==> src/rtl/keypad_encoder.sv <==
// Scans a 4x4 active-low keypad plus three direct memory buttons, debounces each
// group per frame and emits one-clock key strobes for the calculator control block.
module keypad_encoder #(
  parameter int SCAN_DIV        = 1000,
  parameter int DEBOUNCE_FRAMES = 4
) (
  input  logic       clock,
  input  logic       reset_n,
  input  logic [3:0] col_in,
  input  logic [2:0] mem_n,
  output logic [3:0] row_out,
  output logic [3:0] digit,
  output logic [1:0] op_code,
  output logic       dig_in,
  output logic       op_in,
  output logic       sub_in,
  output logic       ex_in,
  output logic       bksp_in,
  output logic       reset_in,
  output logic       MS_in,
  output logic       MR_in,
  output logic       MC_in
);
  localparam int DIV_W = $clog2(SCAN_DIV);
  localparam int CNT_W = $clog2(DEBOUNCE_FRAMES + 1);
  localparam logic [DIV_W-1:0] DIV_LAST = DIV_W'(SCAN_DIV - 1);
  localparam logic [CNT_W-1:0] CNT_MAX  = CNT_W'(DEBOUNCE_FRAMES);

  logic [3:0] col_s1_q, col_s2_q;
  logic [2:0] mem_s1_q, mem_s2_q;
  logic             scan_en_q;
  logic [DIV_W-1:0] div_q;
  logic [1:0]       row_q;
  logic [1:0]       acc_n_q;
  logic [3:0]       acc_code_q;
  logic [3:0]       m_prev_code_q, m_prev_code_d;
  logic             m_prev_valid_q, m_prev_valid_d, m_latched_q, m_latched_d, m_fire;
  logic [CNT_W-1:0] m_cnt_q, m_cnt_d, m_none_q, m_none_d;
  logic [2:0]       k_prev_q, k_prev_d;
  logic             k_prev_valid_q, k_prev_valid_d, k_latched_q, k_latched_d, k_fire;
  logic [CNT_W-1:0] k_cnt_q, k_cnt_d, k_none_q, k_none_d;
  logic [2:0]       mem_pend_q;
  logic dig_q, op_q, sub_q, ex_q, bksp_q, rst_q, ms_q, mr_q, mc_q;
  logic [3:0] digit_q;
  logic [1:0] op_code_q;

  logic       slot_end, frame_end, f_valid, k_valid;
  logic [3:0] row_low, tot_code, dig_val;
  logic [2:0] row_cnt, mem_low;
  logic [1:0] row_col, tot_n;

  assign row_out   = scan_en_q ? ~(4'b0001 << row_q) : 4'b1111;
  assign slot_end  = scan_en_q && (div_q == DIV_LAST);
  assign frame_end = slot_end && (row_q == 2'd3);
  assign row_low   = ~col_s2_q;
  assign row_cnt   = {2'b00, row_low[0]} + {2'b00, row_low[1]} + {2'b00, row_low[2]} + {2'b00, row_low[3]};

  // Per-frame key tally: 0, 1 or "2 or more" keys seen; code kept only for the single-key case.
  always_comb begin
    row_col  = 2'd0;
    for (int c = 0; c < 4; c++) if (row_low[c]) row_col = 2'(c);
    tot_n    = acc_n_q;
    tot_code = acc_code_q;
    if (row_cnt >= 3'd2) tot_n = 2'd2;
    else if (row_cnt == 3'd1) begin
      if (acc_n_q == 2'd0) begin
        tot_n    = 2'd1;
        tot_code = {row_q, row_col};
      end else begin
        tot_n = 2'd2;
      end
    end
  end

  assign f_valid = frame_end && (tot_n == 2'd1);
  assign mem_low = ~mem_s2_q;
  assign k_valid = frame_end && (mem_low == 3'b001 || mem_low == 3'b010 || mem_low == 3'b100);
  assign dig_val = {2'b00, tot_code[3:2]} * 4'd3 + {2'b00, tot_code[1:0]} + 4'd1;

  always_comb begin
    m_cnt_d = m_cnt_q; m_none_d = m_none_q; m_latched_d = m_latched_q;
    m_prev_code_d = m_prev_code_q; m_prev_valid_d = m_prev_valid_q; m_fire = 1'b0;
    if (frame_end) begin
      if (f_valid) begin
        m_none_d = '0;
        if (m_prev_valid_q && tot_code == m_prev_code_q)
          m_cnt_d = (m_cnt_q == CNT_MAX) ? m_cnt_q : m_cnt_q + 1'b1;
        else
          m_cnt_d = CNT_W'(1);
        if (m_cnt_d == CNT_MAX && !m_latched_q) begin
          m_fire      = 1'b1;
          m_latched_d = 1'b1;
        end
      end else begin
        m_cnt_d  = '0;
        m_none_d = (m_none_q == CNT_MAX) ? m_none_q : m_none_q + 1'b1;
        if (m_none_d == CNT_MAX) m_latched_d = 1'b0;
      end
      m_prev_valid_d = f_valid;
      m_prev_code_d  = tot_code;
    end
  end

  always_comb begin
    k_cnt_d = k_cnt_q; k_none_d = k_none_q; k_latched_d = k_latched_q;
    k_prev_d = k_prev_q; k_prev_valid_d = k_prev_valid_q; k_fire = 1'b0;
    if (frame_end) begin
      if (k_valid) begin
        k_none_d = '0;
        if (k_prev_valid_q && mem_low == k_prev_q)
          k_cnt_d = (k_cnt_q == CNT_MAX) ? k_cnt_q : k_cnt_q + 1'b1;
        else
          k_cnt_d = CNT_W'(1);
        if (k_cnt_d == CNT_MAX && !k_latched_q) begin
          k_fire      = 1'b1;
          k_latched_d = 1'b1;
        end
      end else begin
        k_cnt_d  = '0;
        k_none_d = (k_none_q == CNT_MAX) ? k_none_q : k_none_q + 1'b1;
        if (k_none_d == CNT_MAX) k_latched_d = 1'b0;
      end
      k_prev_valid_d = k_valid;
      k_prev_d       = mem_low;
    end
  end

  always_ff @(posedge clock or negedge reset_n) begin
    if (!reset_n) begin
      col_s1_q <= 4'hF; col_s2_q <= 4'hF; mem_s1_q <= 3'h7; mem_s2_q <= 3'h7;
      scan_en_q <= 1'b0; div_q <= '0; row_q <= 2'd0;
      acc_n_q <= 2'd0; acc_code_q <= 4'd0;
      m_prev_code_q <= 4'd0; m_prev_valid_q <= 1'b0; m_latched_q <= 1'b0;
      m_cnt_q <= '0; m_none_q <= '0;
      k_prev_q <= 3'd0; k_prev_valid_q <= 1'b0; k_latched_q <= 1'b0;
      k_cnt_q <= '0; k_none_q <= '0;
      mem_pend_q <= 3'd0;
      dig_q <= 1'b0; op_q <= 1'b0; sub_q <= 1'b0; ex_q <= 1'b0; bksp_q <= 1'b0; rst_q <= 1'b0;
      ms_q <= 1'b0; mr_q <= 1'b0; mc_q <= 1'b0;
      digit_q <= 4'd0; op_code_q <= 2'd0;
    end else begin
      col_s1_q <= col_in;  col_s2_q <= col_s1_q;
      mem_s1_q <= mem_n;   mem_s2_q <= mem_s1_q;
      scan_en_q <= 1'b1;
      if (scan_en_q) begin
        if (div_q == DIV_LAST) begin
          div_q <= '0;
          row_q <= row_q + 2'd1;
        end else begin
          div_q <= div_q + 1'b1;
        end
      end
      if (slot_end) begin
        acc_n_q    <= frame_end ? 2'd0 : tot_n;
        acc_code_q <= frame_end ? 4'd0 : tot_code;
      end
      m_prev_code_q <= m_prev_code_d; m_prev_valid_q <= m_prev_valid_d; m_latched_q <= m_latched_d;
      m_cnt_q <= m_cnt_d; m_none_q <= m_none_d;
      k_prev_q <= k_prev_d; k_prev_valid_q <= k_prev_valid_d; k_latched_q <= k_latched_d;
      k_cnt_q <= k_cnt_d; k_none_q <= k_none_d;

      dig_q <= 1'b0; op_q <= 1'b0; sub_q <= 1'b0; ex_q <= 1'b0; bksp_q <= 1'b0; rst_q <= 1'b0;
      if (m_fire) begin
        if (tot_code[1:0] == 2'd3) begin
          case (tot_code[3:2])
            2'd0:    begin op_q <= 1'b1; op_code_q <= 2'b00; end
            2'd1:    begin op_q <= 1'b1; sub_q <= 1'b1; op_code_q <= 2'b01; end
            2'd2:    ex_q <= 1'b1;
            default: bksp_q <= 1'b1;
          endcase
        end else if (tot_code[3:2] == 2'd3) begin
          case (tot_code[1:0])
            2'd0:    rst_q <= 1'b1;
            2'd1:    begin dig_q <= 1'b1; digit_q <= 4'd0; end
            default: begin op_q <= 1'b1; op_code_q <= 2'b10; end
          endcase
        end else begin
          dig_q   <= 1'b1;
          digit_q <= dig_val;
        end
      end

      // A memory event colliding with a matrix event is deferred one cycle, never dropped.
      {ms_q, mr_q, mc_q} <= {mem_pend_q[0], mem_pend_q[1], mem_pend_q[2]};
      mem_pend_q <= 3'd0;
      if (k_fire) begin
        if (m_fire) mem_pend_q <= mem_low;
        else {ms_q, mr_q, mc_q} <= {mem_low[0], mem_low[1], mem_low[2]};
      end
    end
  end

  assign digit    = digit_q;
  assign op_code  = op_code_q;
  assign dig_in   = dig_q;
  assign op_in    = op_q;
  assign sub_in   = sub_q;
  assign ex_in    = ex_q;
  assign bksp_in  = bksp_q;
  assign reset_in = rst_q;
  assign MS_in    = ms_q;
  assign MR_in    = mr_q;
  assign MC_in    = mc_q;
endmodule

==> config.mk <==
export PLATFORM = sky130hd
export DESIGN_NAME = keypad_encoder
export DESIGN_NICKNAME = d
export VERILOG_FILES = /design/src/rtl/keypad_encoder.sv
export SDC_FILE = /design/constraint.sdc
export NUM_CORES = 1
export LEC_CHECK = 0
export ABC_AREA = 1
export CORE_ASPECT_RATIO = 0.75
export CORE_UTILIZATION = 52
export CTS_CLUSTER_DIAMETER = 40
export CTS_CLUSTER_SIZE = 40
export DETAILED_ROUTE_END_ITERATION = 10
export PLACE_DENSITY = 0.8
export SLEW_MARGIN = 20
export SYNTH_ARGS = -nofsm -noshare
export SYNTH_HDL_FRONTEND = slang
export SYNTH_SLANG_ARGS = --single-unit
==> constraint.sdc <==
create_clock -name clock -period 4.95 [get_ports clock]
set_clock_uncertainty 0.2 [all_clocks]
set_input_delay 1.485 -clock clock [delete_from_list [all_inputs] [get_ports clock]]
set_output_delay 1.485 -clock clock [all_outputs]
set_load 0.05 [all_outputs]
* Word level (Yosys, flattened, before mapping)
Index checks and enable logic that the tools add are counted.
W data, S select, Z words.
** Word-level totals
- Input bits :: 9
- Output and inout port bits :: 19
- Register bits :: 74
- Word-level logic and storage cells :: 177
** Operators by class
- Bitwise operators :: 4
- Reduce and logical (&&, ||, !) cells :: 26
- Equality and inequality tests :: 27
- Shifts and indexed selects :: 1
- Multiply operators :: 1
- Multiplexer cells :: 75
- Add/sub/neg operators :: 11
- Order comparisons :: 1
** Operators with widths (count)
- $mux W3 :: 16
- $mux W1 :: 41
- $mux W4 :: 7
- $eq A3 B3 Y1 const B :: 9
- $mux W2 :: 9
- $add A3 B1 Y3 const B :: 4
- $add A10 B1 Y10 const B :: 1
- $eq A10 B10 Y1 const B :: 1
- $mux W10 :: 1
- $reduce_and A3 Y1 :: 3
- $eq A2 B2 Y1 const B :: 4
- $logic_and A1 B1 Y1 :: 8
- $ne A2 B1 Y1 const B :: 4
- $not A4 Y4 :: 2
- $eq A2 B1 Y1 const B :: 3
- $eq A3 B1 Y1 const B :: 2
- $logic_not A2 Y1 :: 3
- $reduce_bool A2 Y1 :: 3
- $add A4 B1 Y4 const B :: 1
- $add A4 B2 Y4 :: 1
- $eq A4 B4 Y1 :: 1
- $mul A2 B2 Y4 const B :: 1
- $pmux W2 S2 :: 1
- $reduce_and A4 Y1 :: 1
- 16 further kinds :: 19

* Depth between registers and ports, before layout
Gate-level depths: netlist of run 1.
- Word-level depth :: 19
- Depth in mapped cells :: 21
- Gate-level depth less buffers :: 20

* Worst setup path before layout of run 1
OpenSTA, ideal clock, no wires.
- Kind :: register to register
- Start point :: reg col_s2_q[1]
- End point :: reg digit_q[2], in the netlist digit[2]
- Period minus slack after synthesis :: 3767 ps
- Data arrival time :: 3448 ps
- Buffers on the path :: 0
- Stages on the path, launching flop included :: 19
- Setup slack :: 1183 ps
- Path through :: dfstp_2 -> fa_1 -> inv_1 -> ha_1 -> inv_1 -> ha_1 -> inv_2 -> nand3_2 -> nor2_4 -> nand3_1 -> nand2_2 -> inv_1 -> fa_1 -> inv_1 -> fa_1 -> o21ai_0 -> a21oi_1 -> nand2_1 -> nand2_1
** On the way
- Word-level cells in the longest chain between the ends :: 18
- Elaborated cells on any way between the ends :: 36
- Classes of those cells :: add/sub: 5; mul: 1; order compare: 1; eq/ne: 8; mux: 15; bitwise: 2; reduce/logical: 4
** Ends and longest elaborated chain
- start, declared :: RTL line 29 : logic [3:0] col_s1_q, col_s2_q;
- start signal, assigned :: RTL line 142 : col_s1_q <= col_in; col_s2_q <= col_s1_q;
- $not A4 Y4 (*) :: RTL line 55 : assign row_low = ~col_s2_q;
- parallel branches: the longest is 17 deep, another holds $mul A2 B2 Y4
- end signal, assigned :: RTL line 179 : digit_q <= dig_val;
- end, declared :: RTL line 44 : logic [3:0] digit_q;
Mark *: on every way between the ends. The select of a mux whose other input is x is not followed.
A chain may end at the register's enable or synchronous reset.

* Worst setup path after layout of run 1
- Start point :: reg col_s2_q[3]
- End point :: reg digit_q[2], in the netlist digit[2]
** On the way
- Word-level cells in the longest chain between the ends :: 16
- Elaborated cells on any way between the ends :: 32
- Classes of those cells :: add/sub: 3; mul: 1; order compare: 1; eq/ne: 8; mux: 13; bitwise: 2; reduce/logical: 4
** Ends and longest elaborated chain (RTL line)
- $not A4 Y4 (*) :: 55
- parallel branches: the longest is 15 deep, another holds $mul A2 B2 Y4
Marked as above.

==> flow_metrics.py, run 1 <==
metrics = {
    "drt": {
        "finalWirelength_um": 6980,
        "avgViaCountPerCell": 4.93,
        "ant_nets": 0,
        "drc": 0,
        "num_vias": 2728,
        "drt_iter0_drc": 110,
        "dr.pass1.iters": 4,
        "wl_per_cell_um": 12.6,
    },
    "sta": {
        "setup_viol": 0,
        "worst_pin_slew_ns": 0.922,
        "finalCritPeriodShare_pct": 82.3,
        "period_minus_slack_ns": 4.07,
        "fmax_mhz": 246,
        "finalHoldViolations": 0,
        "maxSlewViolCount": 0,
        "rsz0062_at_grt": "no",
        "slew_headroom_pct": 38.5,
        "tns_ns": 0,
        "fin_ws_ns": 0.877,
    },
    "clock_tree": {
        "clkLatencyLatePin_ns": 0.36,
        "tritoncts": "built",
        "hold_buffers": 0,
        "post_cts_buffers": 0,
        "clock_path_buffers": 2,
        "ctsRootBufferMaster": "clkbuf_8",
        "post_cts_resized": 0,
        "cts_buffers": 9,
        "clk_pin_slew_ns": 0.08,
        "cts.sinks": 74,
        "ctsHtreeMaxLevel": 3,
    },
    "layout": {
        "layout-drive-gt1-share_pct": 16.3,
        "multi_input_area_mm2": 0.00164,
        "antenna_cells": 0,
        "nFillCells": 563,
        "final_common_cell": "nand2_1",
        "nets": 485,
        "register_area_mm2": 0.00187,
        "syn2layout_area_growth_pct": 16.6,
        "layout_common_cells": "nand2_1 (75), inv_1 (66), dfrtp_1 (60), o21ai_0 (28), clkdlybuf4s50_1 (26)",
    },
    "worst_setup_path": {
        "slowest_delay_ns": 0.56,
        "crit_slowest_cell": "dfstp_2",
        "required_ns": 4.99,
        "rrSetupSlack_ns": 0.88,
        "worst-path-buf-inv": 5,
        "setup.worst_path.start_class": "flop",
        "path_common_cell": "inv_1",
        "cp_top_family": "adder cells",
        "path_max_fanout": 6,
        "critPathKind": "flop to flop",
        "worstPathArrival_ns": 4.11,
        "r2r_start": "col_s2_q[3]",
        "end_kind": "flop",
        "cp-startpoint": "col_s2_q[3]",
        "path_cells": "fa_1 -> inv_1 -> ha_1 -> inv_1 -> ha_1 -> inv_2 -> nand3_2 -> nor2_4 -> nand3_1 -> nand2_2 -> inv_1 -> fa_1 -> inv_1 -> fa_1 -> o21ai_0 -> a21oi_1 -> nand2_1 -> nand2_1",
    },
    "yosys": {
        "syn_avg_cell_area_um2": 9.15,
        "ys_async_sr_fraction_pct": 100,
        "syn_area_mm2": 0.00379,
        "synth_top_area_share_pct": 39.6,
        "yosys_warnings": 0,
        "ys_seq_area_share_pct": 49.3,
        "synth-edff-count": 0,
        "ys_ff_latch": 74,
        "yosys.area.top_type": "dfrtp_1",
        "ys.flop_type": "dfrtp_1",
        "netlist_instances": 414,
        "synth.net_count": 449,
        "synth.area.top_cells": "dfrtp_1 (40%), dfstp_2 (9.7%), ha_1 (7.6%), nand2_1 (7.4%), inv_1 (6.5%)",
        "ys_types": 38,
    },
    "placed_design": {
        "place_congestion": 0.914,
        "port_buffers": 27,
        "dp_hpwl_um": 5020,
        "pre_cts_slack_ns": 0.952,
    },
    "grt": {
        "antenna_found_initial": 0,
        "grt_pass1_wl_um": 12300,
        "grt_pass1_vias": 2689,
        "grt_max_degree": 43,
        "track_usage_pct": 20.7,
        "grt.overflow.total": 0,
    },
    "power": {
        "p_leak_nw": 2.15,
        "ir_drop_mv": 0.212,
        "p_per_area_mw_per_mm2": 318,
    },
    "worst_hold_path": {
        "min_path_type": "flop to flop",
        "worstHoldStart": "col_s1_q[0]",
    },
    "floorplan": {
        "coreArea_mm2": 0.00693,
        "dieArea_mm2": 0.00763,
        "ios": 28,
        "rows": 26,
        "start_util_pct": 54.7,
        "fp.dieW_um": 101,
        "chipHeight_um": 75.9,
    },
    "flow_run": {
        "cap_violations": 0,
    },
    "outcome": {
        "status": "finished clean",
    },
}
==> layout make-up <==
class / count / share of cell area, %
multi-input combinational: 267 / 37.0
clock inverter: 5 / 2.27
tap: 98 / 2.77
timing repair buffer: 29 / 6.34
clock buffer: 11 / 3.43
sequential: 74 / 42.3
inverter: 69 / 5.86
==> power breakdown <==
| group | switching (mW) | total [mW] | internal [mW] | leakage, nW |
|---|---|---|---|---|
| registers | 0.0318 | 0.670 | 0.639 | 0.971 |
| logic | 0.0980 | 0.151 | 0.0535 | 1.05 |
| clock network | 0.223 | 0.583 | 0.361 | 0.129 |
| total | 0.352 | 1.40 | 1.05 | 2.15 |
==> state kept, by name, indices dropped and copies added (netlist names), 2 cells and up <==
signal,flops
acc_code_q,4
acc_n_q,2
col_s1_q,4
col_s2_q,4
digit,4
div_q,10
k_cnt_q,3
k_none_q,3
k_prev_q,3
m_cnt_q,3
m_none_q,3
m_prev_code_q,4
mem_pend_q,3
mem_s1_q,3
mem_s2_q,3
op_code,2
row_q,2
==> final timing paths <==
| check | endpoint | cells after the start |
|---|---|---|
| hold reg to reg | col_s2_q[0] | 0 |
| setup / recovery | digit[2] | 18 |
| min in group asynchronous | row_q[0] | 1 |
| setup reg to reg | digit[2] | 18 |
| max in group asynchronous | col_s1_q[2] | 2 |
| hold / removal | col_s2_q[0] | 0 |
==> cell usage after synthesis (3+ instances only) <==
cell and instances:
nand3_2 6, nand3_1 22, nor2_4 4, or2_2 4, nor3_2 3, dfrtp_1 60
nand2_2 13, nor2_2 3, fa_1 3, o22ai_1 6, nor2_1 25, dfstp_2 14
nand2_1 75, o21ai_0 28, ha_1 23, inv_1 66, a21oi_1 16, nand4_1 6
nor3_1 8, xor2_1 7
==> kinds of logic (layout without fill, tap and decap cells) <==
kind of cell    Yosys count  after routing  synth area share [%]
simple gates            175            175                  23.6
xor+xnor                  8              8                  1.85
fa+ha+maj                26             26                  9.18
buf+inv                  73            114                  7.46
other cells               1              1                0.0990
flops                    74             74                  49.3
compound gates           57             57                  8.42
==> through the flow <==
stage	hold slack, ns	area, µm²	instances	util [%]	power (mW)
after global placement	0.145	4170	537	60.1	0.825
after global routing	0.155	4420	553	63.8	1.47
after detailed placement	0.147	4170	537	60.1	0.832
after CTS	0.149	4420	553	63.8	1.42
after floorplan	0.145	3790	414	-	0.786
final	0.148	4420	553	63.8	1.40
==> per-layer routing <==
layer	routed length (µm)	vias up	share of wire (%)	global-route usage (%)
met3	171	9	2.5	5.35
met5	0	-	0	0
met2	3280	30	47	32.9
met4	83	0	1.2	6.09
li1	-	1390	-	-
met1	3440	1299	49	27.9
Power figures use the tool's default switching activity.
==> inputs of run 2 (changes only) <==
==> constraint.sdc (replaced) <==
create_clock -name clock -period 3.95 [get_ports clock]
set_clock_uncertainty 0.2 [all_clocks]
set_input_delay 1.185 -clock clock [delete_from_list [all_inputs] [get_ports clock]]
set_output_delay 1.185 -clock clock [all_outputs]
set_load 0.05 [all_outputs]
==> run 2 against run 1 <==
Against the previous run:
- maximum frequency is 9.2% higher
- setup slack worse by 0.66 ns
- largest power group unchanged
- highest routed layer unchanged
- flip-flop and latch count stayed put
==> flow_metrics.py, run 2 (synthesis results as in run 1) <==
metrics = {
    "outcome": {
        "status": "finished clean",
    },
    "layout": {
        "antenna_cells": 0,
        "final_common_cell": "nand2_1",
        "multi_input_area_mm2": 0.00166,
        "regMostFlops": "div_q",
        "nets": 488,
        "register_area_mm2": 0.00187,
        "nFillCells": 542,
        "syn2layout_area_growth_pct": 18.7,
        "largest_reg_flops": 10,
        "design_area_mm2": 0.00450,
        "layout-drive-gt1-share_pct": 17.5,
        "finalNonFillerCells": 556,
        "layout_common_cells": "nand2_1 (75), inv_1 (66), dfrtp_1 (60), o21ai_0 (27), clkdlybuf4s50_1 (26)",
    },
    "drt": {
        "finalWirelength_um": 7590,
        "num_vias": 2815,
        "ant_nets": 0,
        "avgViaCountPerCell": 5.06,
        "drt_iter0_drc": 159,
        "dr.pass1.iters": 5,
        "drc": 0,
        "wl_per_cell_um": 13.6,
    },
    "sta": {
        "holdWs_ns": 0.157,
        "worst_pin_slew_ns": 0.570,
        "finalCritPeriodShare_pct": 94.5,
        "fin_ws_ns": 0.219,
        "rsz0062_at_grt": "no",
        "slew_headroom_pct": 62.0,
        "period_minus_slack_ns": 3.73,
        "setup_viol": 0,
        "finalHoldViolations": 0,
        "tns_ns": 0,
        "maxSlewViolCount": 0,
        "fmax_mhz": 268,
    },
    "worst_setup_path": {
        "worstReg2RegEnd": "digit[1]",
        "reg2reg_depth": 16,
        "path_max_fanout": 7,
        "setup.worst_path.start_class": "flop",
        "critPathKind": "flop to flop",
        "cp-startpoint": "col_s2_q[1]",
        "rrSetupSlack_ns": 0.22,
        "end_kind": "flop",
        "endpoint": "digit[1]",
        "required_ns": 4.00,
        "worstPathArrival_ns": 3.78,
        "r2r_start": "col_s2_q[1]",
    },
    "placed_design": {
        "dpl-instance-area_mm2": 0.00418,
        "dp_hpwl_um": 5180,
        "dp_cells": 539,
        "pre_cts_slack_ns": 0.0433,
        "place_congestion": 0.879,
        "port_buffers": 27,
    },
    "floorplan": {
        "coreArea_mm2": 0.00693,
        "fp.dieW_um": 101,
        "rows": 26,
        "chipHeight_um": 75.9,
        "start_util_pct": 54.7,
        "dieArea_mm2": 0.00763,
        "ios": 28,
    },
    "clock_tree": {
        "clk_pin_slew_ns": 0.07,
        "tritoncts": "built",
        "cts.sinks": 74,
        "clkLatencyLatePin_ns": 0.36,
        "clock_path_buffers": 2,
        "ctsRootBufferMaster": "clkbuf_8",
        "cts_buffers": 9,
        "ctsHtreeMaxLevel": 3,
    },
    "power": {
        "p_leak_nw": 2.18,
        "p_per_area_mw_per_mm2": 415,
        "ir_drop_mv": 0.310,
    },
    "grt": {
        "grt_pass1_wl_um": 12900,
        "antenna_found_initial": 0,
        "grt.overflow.total": 0,
        "grt_max_degree": 27,
        "track_usage_pct": 21.9,
        "grt_pass1_vias": 2848,
    },
    "flow_run": {
        "cap_violations": 0,
    },
    "worst_hold_path": {
        "min_path_type": "flop to flop",
    },
}
==> run 2: final cells by class <==
type	instances	share of cell area, %
timing repair buffer	32	6.74
sequential	74	41.6
clock buffer	12	3.67
clock inverter	4	2.67
tap	98	2.73
multi-input combinational	267	36.8
inverter	69	5.76
==> run 2: how the worst min path moves through the flow <==
stage                     start          end  cells after the start
floorplan           col_s1_q[0]  col_s2_q[0]                      0
global placement    mem_s1_q[1]  mem_s2_q[1]                      0
detailed placement  col_s1_q[2]  col_s2_q[2]                      0
CTS                 col_s1_q[2]  col_s2_q[2]                      0
global route        col_s1_q[3]  col_s2_q[3]                      0
finish              mem_s1_q[2]  mem_s2_q[2]                      0
==> run 2: worst max-delay path, cell delays in order, from the launching register on <==
cell and delay [ns]:
dfstp_2 0.55, fa_1 0.42, inv_1 0.06, ha_1 0.16, inv_1 0.07, ha_4 0.23
inv_2 0.07, nand3_2 0.11, nor2_4 0.18, buf_4 0.17, nand3_2 0.08, nand2_2 0.15
fa_1 0.44, inv_1 0.13, fa_2 0.45, nand3_1 0.09, nand2_1 0.06
==> run 2: power by group <==
part	leakage (nW)	switching [mW]	internal (mW)
logic	1.06	0.133	0.0760
clock network	0.143	0.281	0.535
registers	0.971	0.0398	0.800
total	2.18	0.454	1.41
==> run 2: metal layers <==
metal / GRT usage [%] / wire length, µm
met3: 5.54 / 356
met2: 35.3 / 3750
met1: 28.6 / 3330
met4: 8.26 / 148
met5: 0 / 0
==> run 2: what timing repair did <==
action	4_1_cts	5_1_grt
setup buffers	1	0
hold buffers	0	0
pin swaps	2	1
setup endpoints to repair	1	3
gates resized for setup	0	4
==> run 2: through the flow <==
| step | power, mW | util [%] |
|---|---|---|
| after floorplan | 0.985 | - |
| after global routing | 1.95 | 64.9 |
| after global placement | 1.04 | 60.4 |
| after detailed placement | 1.05 | 60.4 |
| after CTS | 1.87 | 64.6 |
| final | 1.87 | 64.9 |
==> inputs of run 3 (changes only) <==
--- a/config.mk
+++ b/config.mk
@@ -7,6 +7,7 @@
 export LEC_CHECK = 0
 export ABC_AREA = 1
 export CORE_ASPECT_RATIO = 0.75
+export CORE_MARGIN = 2
 export CORE_UTILIZATION = 52
 export CTS_CLUSTER_DIAMETER = 40
 export CTS_CLUSTER_SIZE = 40
==> run 3 against run 2 <==
Against the previous run:
- first-iteration DRC count decreased by 34%
- total power decreased by 9.9%
- hold slack got worse by 0.0084 ns
- maximum frequency decreased by 0.54%
- count of clock-buffer cells in the layout decreased by 3
- largest power group unchanged
- non-clock buffer count decreased by 2
==> flow_metrics.py, run 3 (synthesis results as in run 1) <==
metrics = {
    "clock_tree": {
        "hold_buffers": 0,
        "cts.sinks": 74,
        "cts_buffers": 9,
        "ctsHtreeMaxLevel": 3,
        "tritoncts": "built",
        "clk_pin_slew_ns": 0.08,
        "clkLatencyLatePin_ns": 0.35,
        "ctsRootBufferMaster": "clkbuf_8",
        "clock_path_buffers": 2,
        "post_cts_resized": 0,
        "post_cts_buffers": 0,
    },
    "layout": {
        "regMostFlops": "div_q",
        "layout_common_cells": "nand2_1 (75), inv_1 (65), dfrtp_1 (60), o21ai_0 (27), clkdlybuf4s50_1 (26)",
        "syn2layout_area_growth_pct": 16.7,
        "layout-drive-gt1-share_pct": 17.1,
        "largest_reg_flops": 10,
        "final_common_cell": "nand2_1",
        "antenna_cells": 0,
        "finalNonFillerCells": 554,
        "nets": 486,
    },
    "floorplan": {
        "coreArea_mm2": 0.00693,
        "chipHeight_um": 77.9,
        "ios": 28,
        "start_util_pct": 54.7,
        "dieArea_mm2": 0.00799,
        "fp.dieW_um": 103,
        "rows": 26,
    },
    "worst_setup_path": {
        "path_max_fanout": 7,
        "worstPathArrival_ns": 3.79,
        "slowest_delay_ns": 0.56,
        "required_ns": 3.99,
        "critPathKind": "flop to flop",
        "reg2reg_depth": 17,
        "path_cells": "fa_1 -> inv_1 -> ha_1 -> inv_1 -> ha_4 -> a21boi_4 -> buf_4 -> nand2_4 -> nand2_1 -> nand2_2 -> fa_1 -> inv_1 -> fa_1 -> o21ai_1 -> a21oi_1 -> nand2_1 -> nand2_1",
        "end_kind": "flop",
        "crit_slowest_cell": "dfstp_2",
        "setup.worst_path.start_class": "flop",
    },
    "grt": {
        "grt.overflow.total": 0,
        "grt_pass1_vias": 2643,
        "antenna_found_initial": 0,
        "track_usage_pct": 19.7,
        "grt_max_degree": 47,
        "grt_pass1_wl_um": 12100,
    },
    "power": {
        "p_per_area_mw_per_mm2": 380,
        "p_leak_nw": 2.13,
        "ir_drop_mv": 0.210,
    },
    "placed_design": {
        "port_buffers": 27,
        "dp_hpwl_um": 4890,
        "dp_cells": 538,
        "place_congestion": 0.859,
    },
    "sta": {
        "worst_pin_slew_ns": 0.619,
        "setup_viol": 0,
        "holdWs_ns": 0.149,
        "maxSlewViolCount": 0,
        "period_minus_slack_ns": 3.75,
        "slew_headroom_pct": 58.7,
        "finalCritPeriodShare_pct": 95.0,
        "finalHoldViolations": 0,
        "fmax_mhz": 267,
    },
    "drt": {
        "ant_nets": 0,
        "num_vias": 2726,
        "finalWirelength_um": 6850,
        "drt_iter0_drc": 105,
        "wl_per_cell_um": 12.4,
        "avgViaCountPerCell": 4.92,
        "drc": 0,
        "dr.pass1.iters": 4,
    },
    "flow_run": {
        "cap_violations": 0,
    },
    "worst_hold_path": {
        "holdPathStages": 0,
        "min_path_type": "flop to flop",
    },
    "outcome": {
        "status": "finished clean",
    },
}
[run 3: cell types whose count changed in the layout (fill, tap and decap cells not counted), sizes merged]
cell,change
bufinv,-2
buf,-2
clkbuf,-3
clkinv,+3
clkinvlp,+2
[run 3: final timing paths]
| kind | from | end | slack, ns |
|---|---|---|---|
| worst max-delay path | col_s2_q[3] | digit[2] | 0.20 |
| worst min-delay path | mem_s1_q[0] | mem_s2_q[0] | 0.15 |
| worst max register to register | col_s2_q[3] | digit[2] | 0.20 |
| worst min register to register | mem_s1_q[0] | mem_s2_q[0] | 0.15 |
| max in group asynchronous | reset_n | mem_s2_q[1] | 2.19 |
| min in group asynchronous | reset_n | m_prev_code_q[2] | 0.65 |
[run 3: cell type report]
class | instances | area [µm²]
Clock buffer | 9 | 124
Clock inverter | 7 | 93.8
Fill cell | 556 | 2510
Inverter | 69 | 259
Multi-Input combinational cell | 267 | 1650
Sequential cell | 74 | 1870
Tap cell | 98 | 123
Timing Repair Buffer | 30 | 300
[run 3: metrics by stage]
| stage | utilization [%] | total power, mW | area (µm²) | setup slack, ns | TNS (ns) |
|---|---|---|---|---|---|
| floorplan | - | 0.985 | 3790 | 0.183 | 0 |
| global placement | 60.4 | 1.04 | 4190 | 0.164 | 0 |
| detailed placement | 60.4 | 1.05 | 4190 | 0.0622 | 0 |
| CTS | 63.6 | 1.69 | 4410 | 0.0496 | 0 |
| global route | 63.8 | 1.77 | 4420 | -0.0118 | -0.0118 |
| finish | 63.8 | 1.68 | 4420 | 0.198 | 0 |
[run 3: layer usage]
metal	GRT usage, %	vias to the layer above	share of wire (%)	wire length, µm
li1	-	1392	-	-
met1	27.4	1276	47	3250
met2	30.1	49	47	3220
met3	6.13	9	4.1	280
met4	4.80	0	1.4	98
met5	0	-	0	0
[run 3: power by group]
group | total, mW | switching, mW | internal (mW)
clock | 0.639 | 0.285 | 0.354
combinational | 0.201 | 0.125 | 0.0758
sequential | 0.840 | 0.0403 | 0.800
[run 3: worst max-delay path: cells and delay by family (launching register included)]
family,cells,cell delay (ns)
adder cells (fa/ha/maj),5,1.71
flip-flops,1,0.56
AND/OR/NAND/NOR,5,0.40
AO/OA/AOI/OAI,3,0.40
buffers and inverters,4,0.38
